`config.mk`:
```
export PLATFORM = sky130hd
export DESIGN_NAME = mem_arbiter
export DESIGN_NICKNAME = d
export VERILOG_FILES = /design/src/rtl/mem_arbiter.sv
export SDC_FILE = /design/constraint.sdc
export NUM_CORES = 1
export LEC_CHECK = 0
export ABC_AREA = 0
export ABC_CLOCK_PERIOD_IN_PS = 1810
export CORE_UTILIZATION = 42
export CTS_CLUSTER_SIZE = 30
export DETAILED_ROUTE_END_ITERATION = 10
export PLACE_DENSITY = 0.88
export SYNTH_ARGS = -nofsm -noshare
export SYNTH_HDL_FRONTEND = slang
export SYNTH_SLANG_ARGS = --single-unit
export TNS_END_PERCENT = 100
```
`constraint.sdc`:
```
create_clock -name clk -period 1.81 [get_ports clk]
set_clock_uncertainty 0.05 [all_clocks]
set_input_delay 0.4525 -clock clk [delete_from_list [all_inputs] [get_ports clk]]
set_output_delay 0.4525 -clock clk [all_outputs]
set_load 0.02 [all_outputs]
```
`src/rtl/mem_arbiter.sv`:
```
// mem_arbiter: arbitrates CPU and GPU single-word accesses onto one
// mem_controller request/ack port, with a bounded wait for read data.
//
// Ports:
//   clk, rst                     clock, synchronous active-high reset
//   cpu_req/we/addr/wdata        CPU request (held until cpu_gnt)
//   cpu_gnt, cpu_done, cpu_rdata CPU grant pulse, completion pulse, read data
//   gpu_*                        same as cpu_*, GPU side
//   mem_req/we/addr/wdata        request to mem_controller (held until mem_ack)
//   mem_ack, mem_rvalid, mem_rdata  mem_controller responses
//   err                          pulses with *_done when a read timed out
//
// Build option: define MEM_ARB_ROUND_ROBIN_EN to alternate the grant on
// simultaneous requests; otherwise the CPU has fixed priority.

module mem_arbiter #(
  parameter int unsigned ADDR_W         = 10,
  parameter int unsigned DATA_W         = 32,
  parameter int unsigned TIMEOUT_CYCLES = 255
) (
  input  logic              clk,
  input  logic              rst,
  input  logic              cpu_req,
  input  logic              cpu_we,
  input  logic [ADDR_W-1:0] cpu_addr,
  input  logic [DATA_W-1:0] cpu_wdata,
  output logic              cpu_gnt,
  output logic              cpu_done,
  output logic [DATA_W-1:0] cpu_rdata,
  input  logic              gpu_req,
  input  logic              gpu_we,
  input  logic [ADDR_W-1:0] gpu_addr,
  input  logic [DATA_W-1:0] gpu_wdata,
  output logic              gpu_gnt,
  output logic              gpu_done,
  output logic [DATA_W-1:0] gpu_rdata,
  output logic              mem_req,
  output logic              mem_we,
  output logic [ADDR_W-1:0] mem_addr,
  output logic [DATA_W-1:0] mem_wdata,
  input  logic              mem_ack,
  input  logic              mem_rvalid,
  input  logic [DATA_W-1:0] mem_rdata,
  output logic              err
);

  localparam int unsigned CNT_W   = (TIMEOUT_CYCLES > 0) ? $clog2(TIMEOUT_CYCLES + 1) : 1;
  localparam logic        OWN_CPU = 1'b0;
  localparam logic        OWN_GPU = 1'b1;

  typedef enum logic [1:0] {IDLE, ISSUE, WAIT_RD} state_e;

  state_e             state_q, state_d;
  logic               owner_q, owner_d;
  logic               mem_req_q, mem_req_d;
  logic               mem_we_q, mem_we_d;
  logic [ADDR_W-1:0]  mem_addr_q, mem_addr_d;
  logic [DATA_W-1:0]  mem_wdata_q, mem_wdata_d;
  logic               cpu_gnt_q, cpu_gnt_d, gpu_gnt_q, gpu_gnt_d;
  logic               cpu_done_q, cpu_done_d, gpu_done_q, gpu_done_d;
  logic               err_q, err_d;
  logic [DATA_W-1:0]  cpu_rdata_q, cpu_rdata_d, gpu_rdata_q, gpu_rdata_d;
  logic [CNT_W-1:0]   cnt_q, cnt_d;
  logic               grant_gpu;

  // Arbitration: which requester wins when sampled in IDLE
`ifdef MEM_ARB_ROUND_ROBIN_EN
  logic last_q, last_d;
  assign grant_gpu = gpu_req & (~cpu_req | (last_q == OWN_CPU));
`else
  assign grant_gpu = gpu_req & ~cpu_req;
`endif

  // Next-state and registered-output logic
  always_comb begin
    state_d     = state_q;
    owner_d     = owner_q;
    mem_req_d   = mem_req_q;
    mem_we_d    = mem_we_q;
    mem_addr_d  = mem_addr_q;
    mem_wdata_d = mem_wdata_q;
    cpu_gnt_d   = 1'b0;
    gpu_gnt_d   = 1'b0;
    cpu_done_d  = 1'b0;
    gpu_done_d  = 1'b0;
    err_d       = 1'b0;
    cpu_rdata_d = cpu_rdata_q;
    gpu_rdata_d = gpu_rdata_q;
    cnt_d       = cnt_q;
`ifdef MEM_ARB_ROUND_ROBIN_EN
    last_d      = last_q;
`endif
    case (state_q)
      IDLE: begin
        if (cpu_req || gpu_req) begin
          state_d     = ISSUE;
          owner_d     = grant_gpu ? OWN_GPU : OWN_CPU;
          cpu_gnt_d   = ~grant_gpu;
          gpu_gnt_d   = grant_gpu;
          mem_req_d   = 1'b1;
          mem_we_d    = grant_gpu ? gpu_we    : cpu_we;
          mem_addr_d  = grant_gpu ? gpu_addr  : cpu_addr;
          mem_wdata_d = grant_gpu ? gpu_wdata : cpu_wdata;
`ifdef MEM_ARB_ROUND_ROBIN_EN
          last_d      = grant_gpu ? OWN_GPU : OWN_CPU;
`endif
        end
      end
      ISSUE: begin
        if (mem_ack) begin
          mem_req_d = 1'b0;
          if (mem_we_q) begin
            state_d    = IDLE;
            cpu_done_d = (owner_q == OWN_CPU);
            gpu_done_d = (owner_q == OWN_GPU);
          end else begin
            state_d = WAIT_RD;
            cnt_d   = '0;
          end
        end
      end
      WAIT_RD: begin
        if (mem_rvalid) begin
          state_d    = IDLE;
          cpu_done_d = (owner_q == OWN_CPU);
          gpu_done_d = (owner_q == OWN_GPU);
          if (owner_q == OWN_CPU) cpu_rdata_d = mem_rdata;
          else                    gpu_rdata_d = mem_rdata;
        end else if (cnt_q == CNT_W'(TIMEOUT_CYCLES)) begin
          // Timed out: complete with zero data and flag the error
          state_d    = IDLE;
          cpu_done_d = (owner_q == OWN_CPU);
          gpu_done_d = (owner_q == OWN_GPU);
          err_d      = 1'b1;
          if (owner_q == OWN_CPU) cpu_rdata_d = '0;
          else                    gpu_rdata_d = '0;
        end else begin
          cnt_d = cnt_q + CNT_W'(1);
        end
      end
      default: state_d = IDLE;
    endcase
  end

  // State and output registers
  always_ff @(posedge clk) begin
    if (rst) begin
      state_q     <= IDLE;
      owner_q     <= OWN_CPU;
      mem_req_q   <= 1'b0;
      mem_we_q    <= 1'b0;
      mem_addr_q  <= '0;
      mem_wdata_q <= '0;
      cpu_gnt_q   <= 1'b0;
      gpu_gnt_q   <= 1'b0;
      cpu_done_q  <= 1'b0;
      gpu_done_q  <= 1'b0;
      err_q       <= 1'b0;
      cpu_rdata_q <= '0;
      gpu_rdata_q <= '0;
      cnt_q       <= '0;
`ifdef MEM_ARB_ROUND_ROBIN_EN
      last_q      <= OWN_GPU;
`endif
    end else begin
      state_q     <= state_d;
      owner_q     <= owner_d;
      mem_req_q   <= mem_req_d;
      mem_we_q    <= mem_we_d;
      mem_addr_q  <= mem_addr_d;
      mem_wdata_q <= mem_wdata_d;
      cpu_gnt_q   <= cpu_gnt_d;
      gpu_gnt_q   <= gpu_gnt_d;
      cpu_done_q  <= cpu_done_d;
      gpu_done_q  <= gpu_done_d;
      err_q       <= err_d;
      cpu_rdata_q <= cpu_rdata_d;
      gpu_rdata_q <= gpu_rdata_d;
      cnt_q       <= cnt_d;
`ifdef MEM_ARB_ROUND_ROBIN_EN
      last_q      <= last_d;
`endif
    end
  end

  assign cpu_gnt   = cpu_gnt_q;
  assign gpu_gnt   = gpu_gnt_q;
  assign cpu_done  = cpu_done_q;
  assign gpu_done  = gpu_done_q;
  assign cpu_rdata = cpu_rdata_q;
  assign gpu_rdata = gpu_rdata_q;
  assign mem_req   = mem_req_q;
  assign mem_we    = mem_we_q;
  assign mem_addr  = mem_addr_q;
  assign mem_wdata = mem_wdata_q;
  assign err       = err_q;

endmodule
```
==> results <==
## critical path, cell delays in order, from the launching register on
cell and delay, ps:
dfxtp_2 330, inv_2 90, ha_4 180, nand4_1 200, buf_4 220, o221ai_4 280, buf_6 150, a21oi_1 30
o21ai_1 130
## through the flow
step | hold WS [ps] | cell area (sq um) | total power [mW] | worst slack [ps] | TNS, ps
floorplan | 375 | 5190 | 4.93 | 157 | 0
global placement | 395 | 7880 | 6.30 | -140 | -6720
detailed placement | 402 | 7880 | 6.41 | -214 | -10440
CTS | 256 | 8410 | 9.97 | 14.9 | 0
global route | 260 | 8530 | 10.5 | -47.4 | -64.4
finish | 277 | 8530 | 10.0 | 74.7 | 0
## cell usage in the layout, fill, tap and decap left out, types with 3 or more instances in the layout
cell type / netlist / layout
mux2i_1: 110 / 109
nand3_1: 36 / 36
a211oi_1: 43 / 43
bufinv_16: 0 / 5
and3_1: 6 / 6
clkinv_4: 0 / 4
nand2_1: 73 / 72
dlygate4sd2_1: 0 / 113
a32o_1: 3 / 3
clkdlybuf4s50_1: 0 / 122
buf_4: 3 / 22
clkbuf_16: 0 / 18
nand2_2: 2 / 3
a21oi_1: 6 / 5
buf_12: 0 / 9
nor2_1: 49 / 49
dfxtp_1: 124 / 123
nand4_1: 3 / 3
nand2b_1: 4 / 4
## per-layer routing
metal / vias up / global-route usage, % / wire (um)
li1: 2406 / - / -
met1: 2268 / 26.1 / 6210
met2: 230 / 43.4 / 7880
met3: 38 / 6.70 / 1130
met4: 0 / 11.8 / 476
met5: - / 0 / 0
## cell families (layout without fill, tap and decap cells)
family | count (synthesis) | in the layout | share of synthesized area [%]
AND/OR/NAND/NOR | 188 | 188 | 16.2
AO/OA/AOI/OAI | 68 | 68 | 9.67
adder cells (fa/ha/maj) | 5 | 5 | 1.21
buffers and inverters | 46 | 305 | 3.81
multiplexers | 110 | 110 | 21.2
flip-flops | 124 | 124 | 47.9
## registers in the layout (all words and copies together), names as in the netlist, 2 cells and up
name / cells
cpu_rdata: 32
mem_wdata: 32
state_q: 2
cnt_q: 8
gpu_rdata: 32
mem_addr: 10
## report_power, final
| group | internal (mW) | switching (mW) |
|---|---|---|
| Clock | 2.53 | 1.26 |
| Sequential | 3.11 | 0.208 |
| Combinational | 1.29 | 1.61 |
## cell type report
cell class	count	area [sq um]	area share, %
Clock buffer	19	453	5.31
Clock inverter	13	213	2.49
Inverter	4	15.0	0.176
Multi-Input combinational cell	371	2590	30.3
Sequential cell	124	2480	29.1
Tap cell	147	184	2.16
Timing Repair Buffer	269	2600	30.4
## final timing paths
path,endpoint,slack [ps]
max,cnt_q[5],70
min,cnt_q[4],280
max reg2reg,cnt_q[5],70
min reg2reg,gpu_rdata[26],410
## timing repair
action	in CTS	in global routing
pin swaps	2	3
setup endpoints to repair	171	73
buffers inserted	1	3
cloned	0	1
resized for setup	114	16
==> summary.md <==
| Metric | Value |
|---|---|
| Inserted Diodes | `0` |
| Count leader, synth | `dfxtp_1` |
| Antenna-violating nets left | `0` |
| Main synth FF type | `dfxtp_1` |
| Post-Syn Area | `0.00519 sq mm` |
| Die H | `113 um` |
| FILL cells | `873` |
| # clock sinks | `124` |
| EDFF count, synth | `0` |
| CTS tree | `done` |
| Share of the synthesized area in the top cell type | `47.9%` |
| Hold path depth | `2` |
| Synth Instances | `541` |
| Gp weighted congestion | `0.919` |
| Total die area | `0.0128 sq mm` |
| Final worst path period share | `95.9%` |
| Netlist cell types | `41` |
| Global-route wire length before repair | `24.2 mm` |
| Vias in the first global route | `4977` |
| Post-placement cell count | `910` |
| PwrDens | `1170 mW/mm^2` |
| Final HPWL DP | `11.4 mm` |
| Worst Tran Pin Value | `504 ps` |
| Async SR Flop Fraction | `0%` |
| Max-slew headroom | `66.4%` |
| Top cells by area, synth | `dfxtp_1, mux2i_1, a211oi_1` |
| FF-to-FF Start | `state_q[0]` |
| Startpoint Class | `register` |
| Pins Over Slew Limit | `0` |
| Leading area contributor after synthesis | `dfxtp_1` |
| Drt drc | `0` |
| GRT overflow | `0` |
| Die Wd | `113 um` |
| Layout cell share with drive strength beyond 1 | `10.8%` |
| Max Fclk | `576 MHz` |
| Largest net degree at the start of global routing | `49` |
| DR vias | `4942` |
| CTS Buffer Depth | `2` |
| Register clock-pin slew on the reported worst setup and hold paths | `50 ps` |
| RSZ-0062 raised after global routing | `true` |
| Area growth syn-to-layout | `64.5%` |
| Hold buffers post-CTS | `0` |
| Ports | `237` |
| CP Data Arrival Time | `2020 ps` |
| Max_cap viols | `0` |
| Row count | `40` |
| Final Hold Vio Count | `0` |
| Initial Utilization | `43.2%` |
| Type of the worst setup path | `reg2reg` |
| H-tree depth reported by CTS | `4` |
| Yosys warning total | `0` |
| Synthesized flop and latch total | `124` |
| Final wirelength | `15.7 mm` |
| Status | `complete, no violations` |
| Total CTS buffers | `17` |
| Mean area per synthesized cell | `9.59 sq um` |
| Core footprint | `0.0120 sq mm` |
| Critical path peak fanout | `7` |
| DR iter-0 viols | `275` |
| Data required, critical path | `2090 ps` |
| Initial antenna violation count | `0` |
| Finished Core Util | `71.0%` |
| Hold Crit Start | `rst` |
| Hold Crit Class | `in2reg` |
| Worst R2R Path Depth | `8` |
| Seq/Total Area, Yosys | `47.9%` |
| Global-route usage over all layers | `24.2%` |
| P_leak | `4.14 nW` |
| Detailed Routing Iterations Pass 1 | `4` |
| Mapped Nets | `670` |
| Synth top cells by count | `dfxtp_1, mux2i_1, nand2_1, nor2_1, a211oi_1` |
| Post-Layout Cell Count | `947` |
| CP Capture Type | `register` |
| Worst-Skew Late Latency | `400 ps` |
| Avg WL per Cell | `16.6 um` |
| Critical Path Start | `state_q[0]` |
| DR vias/cell | `5.22` |
| Port buffer count | `236` |
| CTS root buffer | `clkbuf_16` |
| VDD IR-drop max | `679 uV` |
| Final setup fails | `0` |
| Crit path time final | `1740 ps` |
| Final net count | `916` |
Power figures use the tool's default switching activity.
